File: src/rtl/lock_auto_operator.sv
// Automatic lock-keeper: accepts gondola requests, levels the chamber and
// issues the door-open pulses a human operator would, on the lock tick clock.
module lock_auto_operator #(
  parameter int ARR_DELAY     = 5,
  parameter int DEPT_DELAY    = 5,
  parameter int LEVEL_TIMEOUT = 64,
  parameter int CNT_W         = 8
) (
  input  logic             clk,
  input  logic             reset,
  input  logic             outer_req,
  input  logic             inner_req,
  input  logic             outer_door_openable,
  input  logic             inner_door_openable,
  output logic             inc_water_level,
  output logic             dec_water_level,
  output logic             outer_door_sw,
  output logic             inner_door_sw,
  output logic             busy,
  output logic             to_inner,
  output logic             fault,
  output logic [2:0]       state_code
);

  typedef enum logic [2:0] {
    IDLE      = 3'd0,
    LEVEL_ARR = 3'd1,
    WAIT_ARR  = 3'd2,
    OPEN_ARR  = 3'd3,
    LEVEL_DEP = 3'd4,
    OPEN_DEP  = 3'd5,
    DEPART    = 3'd6,
    FAULT     = 3'd7
  } state_t;

  localparam logic [CNT_W-1:0] ARR_MAX  = CNT_W'(ARR_DELAY);
  localparam logic [CNT_W-1:0] ARR_LAST = CNT_W'(ARR_DELAY - 1);
  localparam logic [CNT_W-1:0] DEP_LAST = CNT_W'(DEPT_DELAY - 1);
  localparam logic [CNT_W-1:0] LVL_MAX  = CNT_W'(LEVEL_TIMEOUT);

  state_t           state, state_n;
  logic [CNT_W-1:0] arr_cnt, arr_cnt_n;
  logic [CNT_W-1:0] lvl_cnt, lvl_cnt_n;
  logic [CNT_W-1:0] dep_cnt, dep_cnt_n;
  logic [CNT_W-1:0] lvl_inc;
  logic             to_inner_n;
  logic             inc_n, dec_n, outer_sw_n, inner_sw_n;
  logic             arr_flag, dep_flag;

  function automatic logic [CNT_W-1:0] sat_inc(input logic [CNT_W-1:0] v,
                                              input logic [CNT_W-1:0] lim);
    return (v < lim) ? v + CNT_W'(1) : v;
  endfunction

  assign arr_flag   = to_inner ? outer_door_openable : inner_door_openable;
  assign dep_flag   = to_inner ? inner_door_openable : outer_door_openable;
  assign lvl_inc    = sat_inc(lvl_cnt, LVL_MAX);
  assign state_code = state;

  // NOTE: every variable written here gets a default first, so no path can infer a latch.
  always_comb begin
    state_n    = state;
    to_inner_n = to_inner;
    arr_cnt_n  = (state == IDLE) ? arr_cnt : sat_inc(arr_cnt, ARR_MAX);
    lvl_cnt_n  = lvl_cnt;
    dep_cnt_n  = dep_cnt;
    inc_n      = 1'b0;
    dec_n      = 1'b0;
    outer_sw_n = 1'b0;
    inner_sw_n = 1'b0;

    unique case (state)
      IDLE: begin
        if (outer_req || inner_req) begin
          to_inner_n = outer_req;
          state_n    = LEVEL_ARR;
          arr_cnt_n  = '0;
          lvl_cnt_n  = '0;
        end
      end
      LEVEL_ARR: begin
        if (arr_flag) begin
          state_n = WAIT_ARR;
        end else begin
          lvl_cnt_n = lvl_inc;
          if (lvl_inc == LVL_MAX) state_n = FAULT;
          else if (to_inner)      dec_n   = 1'b1;
          else                    inc_n   = 1'b1;
        end
      end
      WAIT_ARR: begin
        if (!arr_flag) begin
          state_n   = LEVEL_ARR;
          lvl_cnt_n = '0;
        end else if (arr_cnt >= ARR_LAST) begin
          // The count advancing on this edge completes the arrival delay, so
          // the door pulse lands ARR_DELAY edges after acceptance.
          state_n    = OPEN_ARR;
          outer_sw_n = to_inner;
          inner_sw_n = !to_inner;
        end
      end
      OPEN_ARR: begin
        state_n   = arr_flag ? LEVEL_DEP : LEVEL_ARR;
        lvl_cnt_n = '0;
      end
      LEVEL_DEP: begin
        if (dep_flag) begin
          state_n    = OPEN_DEP;
          inner_sw_n = to_inner;
          outer_sw_n = !to_inner;
        end else begin
          lvl_cnt_n = lvl_inc;
          if (lvl_inc == LVL_MAX) state_n = FAULT;
          else if (to_inner)      inc_n   = 1'b1;
          else                    dec_n   = 1'b1;
        end
      end
      OPEN_DEP: begin
        if (dep_flag) begin
          state_n   = DEPART;
          dep_cnt_n = '0;
        end else begin
          state_n   = LEVEL_DEP;
          lvl_cnt_n = '0;
        end
      end
      DEPART: begin
        dep_cnt_n = sat_inc(dep_cnt, DEP_LAST);
        if (dep_cnt == DEP_LAST) state_n = IDLE;
      end
      FAULT: ;
      default: state_n = FAULT;
    endcase
  end

  // NOTE: state and outputs update with non-blocking assignments so every
  // register samples the pre-edge values together.
  always_ff @(posedge clk) begin
    if (reset) begin
      state           <= IDLE;
      arr_cnt         <= '0;
      lvl_cnt         <= '0;
      dep_cnt         <= '0;
      to_inner        <= 1'b0;
      inc_water_level <= 1'b0;
      dec_water_level <= 1'b0;
      outer_door_sw   <= 1'b0;
      inner_door_sw   <= 1'b0;
      busy            <= 1'b0;
      fault           <= 1'b0;
    end else begin
      state           <= state_n;
      arr_cnt         <= arr_cnt_n;
      lvl_cnt         <= lvl_cnt_n;
      dep_cnt         <= dep_cnt_n;
      to_inner        <= to_inner_n;
      inc_water_level <= inc_n;
      dec_water_level <= dec_n;
      outer_door_sw   <= outer_sw_n;
      inner_door_sw   <= inner_sw_n;
      busy            <= (state_n != IDLE) && (state_n != FAULT);
      fault           <= (state_n == FAULT);
    end
  end

endmodule

File: config.mk
export PLATFORM = sky130hd
export DESIGN_NAME = lock_auto_operator
export DESIGN_NICKNAME = d
export VERILOG_FILES = /design/src/rtl/lock_auto_operator.sv
export SDC_FILE = /design/constraint.sdc
export NUM_CORES = 1
export LEC_CHECK = 0
export ABC_AREA = 1
export BUFFER_PORTS_ARGS = -buffer_cell sky130_fd_sc_hd__buf_2
export CORE_ASPECT_RATIO = 1.25
export CORE_MARGIN = 8
export CORE_UTILIZATION = 40
export CTS_CLUSTER_SIZE = 16
export DETAILED_ROUTE_END_ITERATION = 10
export PLACE_DENSITY = 0.6
export SYNTH_ARGS = -nofsm -noshare
export SYNTH_HDL_FRONTEND = slang
export SYNTH_SLANG_ARGS = --single-unit
File: constraint.sdc
create_clock -name clk -period 1.5 [get_ports clk]
set_input_delay 0.075 -clock clk [delete_from_list [all_inputs] [get_ports clk]]
set_output_delay 0.075 -clock clk [all_outputs]
set_load 0.1 [all_outputs]
[Word-level counts from Yosys, hierarchy flattened]
Cells that the tools add are included.
Widths: inputs -> output; s select.
Storage, ports and cells
  memory bits (writable): 0
  register bits: 34
  latch bits: 0
  input bits: 6
  memories: 0
  output and inout bits: 10
  bits in read-only memories: 0
  logic and storage cells: 89
Operators by class
  multiply operators: 0
  shift operators: 0
  divide/modulo/power cells: 0
  multiplexer cells: 44
  equality and inequality tests: 17
  add/subtract/negate cells: 3
  bitwise operators: 0
  reductions and logical operators: 10
  magnitude comparators: 4
Operators by type and width (count)
  $mux 8: 12
  $pmux 8 s6: 1
  $add 8x1->8 const B: 3
  $mux 3: 8
  $pmux 3 s7: 1
  $lt 8x3->1 const B: 2
  $mux 1: 16
  $pmux 8 s2: 1
  $eq 3x3->1 const B: 4
  $ne 2x2->1 const B: 6
  $eq 8x3->1 const B: 1
  $eq 8x7->1 const B: 1
  $ge 8x3->1 const B: 1
  $lt 8x7->1 const B: 1
  $pmux 1 s2: 4
  $eq 3x2->1 const B: 2
  $reduce_and 6->1: 1
  $reduce_bool 6->1: 1
  $eq 3x1->1 const B: 1
  $logic_not 3->1: 1
  $ne 3x3->1 const B: 1
  $reduce_and 3->1: 1
  $reduce_bool 3->1: 1
  $mux 2: 1
  6 further kinds: 6

[Longest topological paths before layout]
  word-level depth: 8
  gate-level depth with buffers: 15
  mapped depth without buffers: 15

[Worst setup path after synthesis]
No wires, ideal clock.
  kind: register -> register
  from: register state[1] (netlist: state_code[1])
  to: register lvl_cnt[7]
  clock period less this slack: 2.218 ns
  data arrival time: 2.109 ns
  stages on the path, launching flop included: 9
  buffers on the path: 0
  path slack: -0.718 ns
  required time: 1.391 ns
  library setup time: 0.109 ns
  cell sequence: dfxtp_1 -> inv_1 -> nand3_1 -> nand2_1 -> a21oi_2 -> nand2_2 -> o21ai_4 -> or2_1 -> inv_1
On the way
  word-level cells in the longest chain between the ends: 3
  elaborated cells between the ends (all ways): 14
  classes of those cells: 10 x eq/ne; 1 x mux; 3 x reduce/logical
RTL lines
  start: declaration: RTL line 41  | state_t state, state_n;
  start signal: assignment: RTL line 153  | state <= state_n;
  $eq 3x3->1, or another cell as far along: RTL line 72  | unique case (state)
  $reduce_bool 6->1 (no source line), or another cell as far along
  $reduce_and 6->1 (no source line)
  end signal: assignment: RTL line 155  | lvl_cnt <= lvl_cnt_n;
  end: declaration: RTL line 43  | logic [CNT_W-1:0] lvl_cnt, lvl_cnt_n;
Parallel ways exist; a longest one is shown, timed or not.
A chain may end at the register's enable or synchronous reset.

[Worst setup path in the final report]
  from: register lvl_cnt[1]
  to: register busy
On the way
  word-level cells in the longest chain between the ends: 8
  elaborated cells between the ends (all ways): 11
  classes of those cells: 1 x add/sub; 1 x order compare; 2 x eq/ne; 5 x mux; 2 x reduce/logical
RTL lines
  $add 8x1->8 or $lt 8x7->1 (tied branches): RTL line 52  | return (v < lim) ? v + CNT_W'(1) : v;
  $mux 8 (*): RTL line 52
  $eq 8x7->1 (*): RTL line 86, 114
  $mux 3 (*): RTL line 86, 114
  $mux 3, on equally long branches: RTL line 108, 82
  $pmux 3 s7 (*): RTL line 72
  $ne 3x3->1 or $reduce_bool 3->1 (tied branches): RTL line 162  | busy <= (state_n != IDLE) && (state_n != FAULT);
  $logic_and 1x1->1 (*): RTL line 162
  end signal: assignment: RTL line 162
  end: declaration: RTL line 19  | output logic busy,
Mark *: on every way between the ends. The rest lies on a longest branch, timed or not.

==> results.ini <==
[status]
status = complete, but fails checks
violations = negative setup slack

[sta]
fin_skew_ps = 1.95
rsz0062_at_grt = yes
finalHoldViolations = 0
setup-violations-final = 7
worst_slack_ps = -112
post-route-period-util_pct = 107
report.final.slew_viol_count = 0
worst_slew_margin_rel_pct = 67.0
fmax_mhz = 620
tightest_slew_ps = 499
fin_hold_ws_ps = 56.0
finalCriticalPeriod_ps = 1610

[layout]
fin_area_mm2 = 0.00258
final_util_pct = 59.2
final_nets = 319
diodes = 0
drive_gt1_share_pct = 46.6
synthToLayoutAreaGrowth_pct = 44.0

[route]
avgViaCountPerCell = 4.79
drc = 0
vias = 1758
routed_wl_um = 4290
drtIter0Drc = 53
postRouteAntennaNets = 0
wl_per_cell_um = 11.7
firstDrtPassIters = 4

[die]
initial_core_util_pct = 41.1
core_mm2 = 0.00436
die-area_mm2 = 0.00689
dieWidth_um = 75.8
row_count = 27
io_pins = 16
die_h_um = 90.8

[placed_design]
pre_cts_ws_ps = -111
port_buffers = 15
place.gp.congestion = 0.804
placed_area_mm2 = 0.00224
dp_hpwl_um = 3130

[clocking]
cts_tree = done
cts-buffers-inserted = 5
cts_hold_buf = 0
cts_sinks = 34
h-tree-depth = 2
cts.path.max_buffers = 2
cts-root-buf = clkbuf_8
clk_latency_ps = 280
cts.clk_slew.worst_paths_ps = 70

[synth]
ys_ff_latch = 34
yosysTopAreaCell = dfxtp_1
synthesis.nets = 259
synth_top_cell_area_share_pct = 38.0
synth.most_common_cell = nand2_1
syn-cell-area_mm2 = 0.00179
avgSynthCellArea_um2 = 7.22
synthTopCellsByArea = dfxtp_1 (38%), nand2_1 (9.9%), inv_1 (7.5%)
yosys_warnings = 0
synth_edf_count = 0
postSynth.asyncResetShare_pct = 0
synth.distinct_cells = 34
synth_ff_type = dfxtp_1
yosysSeqAreaShare_pct = 38.0
yosys-top-cells-count = nand2_1 (47), inv_1 (36), dfxtp_1 (34)
synth_cells = 248

[grt]
busiest_layer = met2
grtUsageMet2_pct = 22.5
grt_usage_pct = 13.0
grtUsageMet1_pct = 13.9
grt_max_degree = 19
grt_pass1_vias = 1689
antenna_found_initial = 0
grt-ovfl-total = 0
grt_pass1_wl_um = 7090
grt_util_met3_pct = 3.33

[pwr]
p_leak_nw = 1.16
peakVddDrop_uv = 631
power_density_mw_per_mm2 = 1170

[setup_path]
crit_top_cell = nand2_2
slowest_stage = dfxtp_4
worst-path-stages = 13
crit_required_ps = 1680
critPathLaunchType = flop
crit_buf_inv = 1
reg2regPathDepth = 13
slowest_delay_ps = 360
crit_arrival_ps = 1790
crit_start = lvl_cnt[1]$_SDFFE_PP0P_
timing.rr.start = lvl_cnt[1]$_SDFFE_PP0P_
crit_family = simple AND/OR/NAND/NOR gates
worst_setup_path_end_kind = flop
worstPathCellList = ha_4 -> inv_2 -> nand2_1 -> nand2_2 -> nand3_2 -> nor2_4 -> nand3_4 -> nand2_2 -> nand2_4 -> nand2_2 -> nand3_2 -> nand2_1 -> nor2_1
worstSetupPathType = flop to flop
cp_max_fo = 5

[hold_path]
worst_hold_startpoint = outer_req
min_path_type = input pin to flop
hold_depth = 3

[flow_run]
maxCapViolCount = 0

stage by stage:
step,power (mW),TNS (ps),instances
after global routing,3.20,-1430,367
after floorplan,1.79,-121,248
final,3.02,-345,367
after global placement,2.15,-276,348
after CTS,2.88,-486,359
after detailed placement,2.16,-397,348
tightest hold or removal path, delay by kind of cell:
kind	cells	cell delay (ps)
buf+inv	1	90
simple gates	1	60
compound gates	1	70
kinds of logic after synthesis:
logic type | synth area share, %
and+or+nand+nor | 35.2
DFF | 38.0
buffers and inverters | 10.1
AOI/OAI and AO/OA | 13.2
adders and majority gates | 3.49
state kept, by name, summed over array words and instances, names as in the netlist, 3 cells and up:
| signal | cells |
|---|---|
| arr_cnt | 8 |
| dep_cnt | 8 |
| lvl_cnt | 8 |
| state_code | 3 |
final cells by class:
class                           count  area (um2)
Inverter                           44         183
Sequential cell                    34         706
Clock inverter                      2        7.51
Timing Repair Buffer               55         412
Clock buffer                        6        82.6
Fill cell                         402        1780
Tap cell                           58        72.6
Multi-Input combinational cell    168        1120
metal layers:
| metal | part of all wire [%] | vias to the layer above |
|---|---|---|
| li1 | - | 917 |
| met1 | 41 | 817 |
| met2 | 54 | 15 |
| met3 | 3.2 | 9 |
| met4 | 1.9 | 0 |
| met5 | 0 | - |
where the power goes:
group          internal (mW)  switching, mW
clock network          0.361          0.319
registers              0.989         0.0845
logic                  0.490          0.775
cells in the final DEF (no fill, tap or decap), types with 5 or more instances in the layout:
| master | instances |
|---|---|
| clkbuf_8 | 6 |
| a21oi_1 | 11 |
| dfxtp_4 | 6 |
| a211oi_2 | 5 |
| nand2_1 | 34 |
| a21oi_2 | 6 |
| nor3_1 | 8 |
| o21ai_0 | 5 |
| nand2_2 | 21 |
| inv_2 | 9 |
| nor2_4 | 7 |
| nand3_1 | 13 |
| buf_2 | 15 |
| buf_4 | 35 |
| nor2_1 | 22 |
| dfxtp_1 | 26 |
| inv_1 | 30 |
path summary, 6_finish.rpt:
kind	slack (ps)	end
max	-110	busy$_SDFF_PP0_
min	60	to_inner$_SDFFE_PP0P_
max reg2reg	-110	busy$_SDFF_PP0_
min reg2reg	440	arr_cnt[7]$_SDFF_PP0_
timing repair:
| item | CTS | global route |
|---|---|---|
| buffers inserted | 3 | 8 |
| setup endpoints to repair | 9 | 18 |
| pin swaps | 11 | 23 |
| resized for setup | 10 | 36 |
No activity file was read; power rests on OpenSTA's default activity.
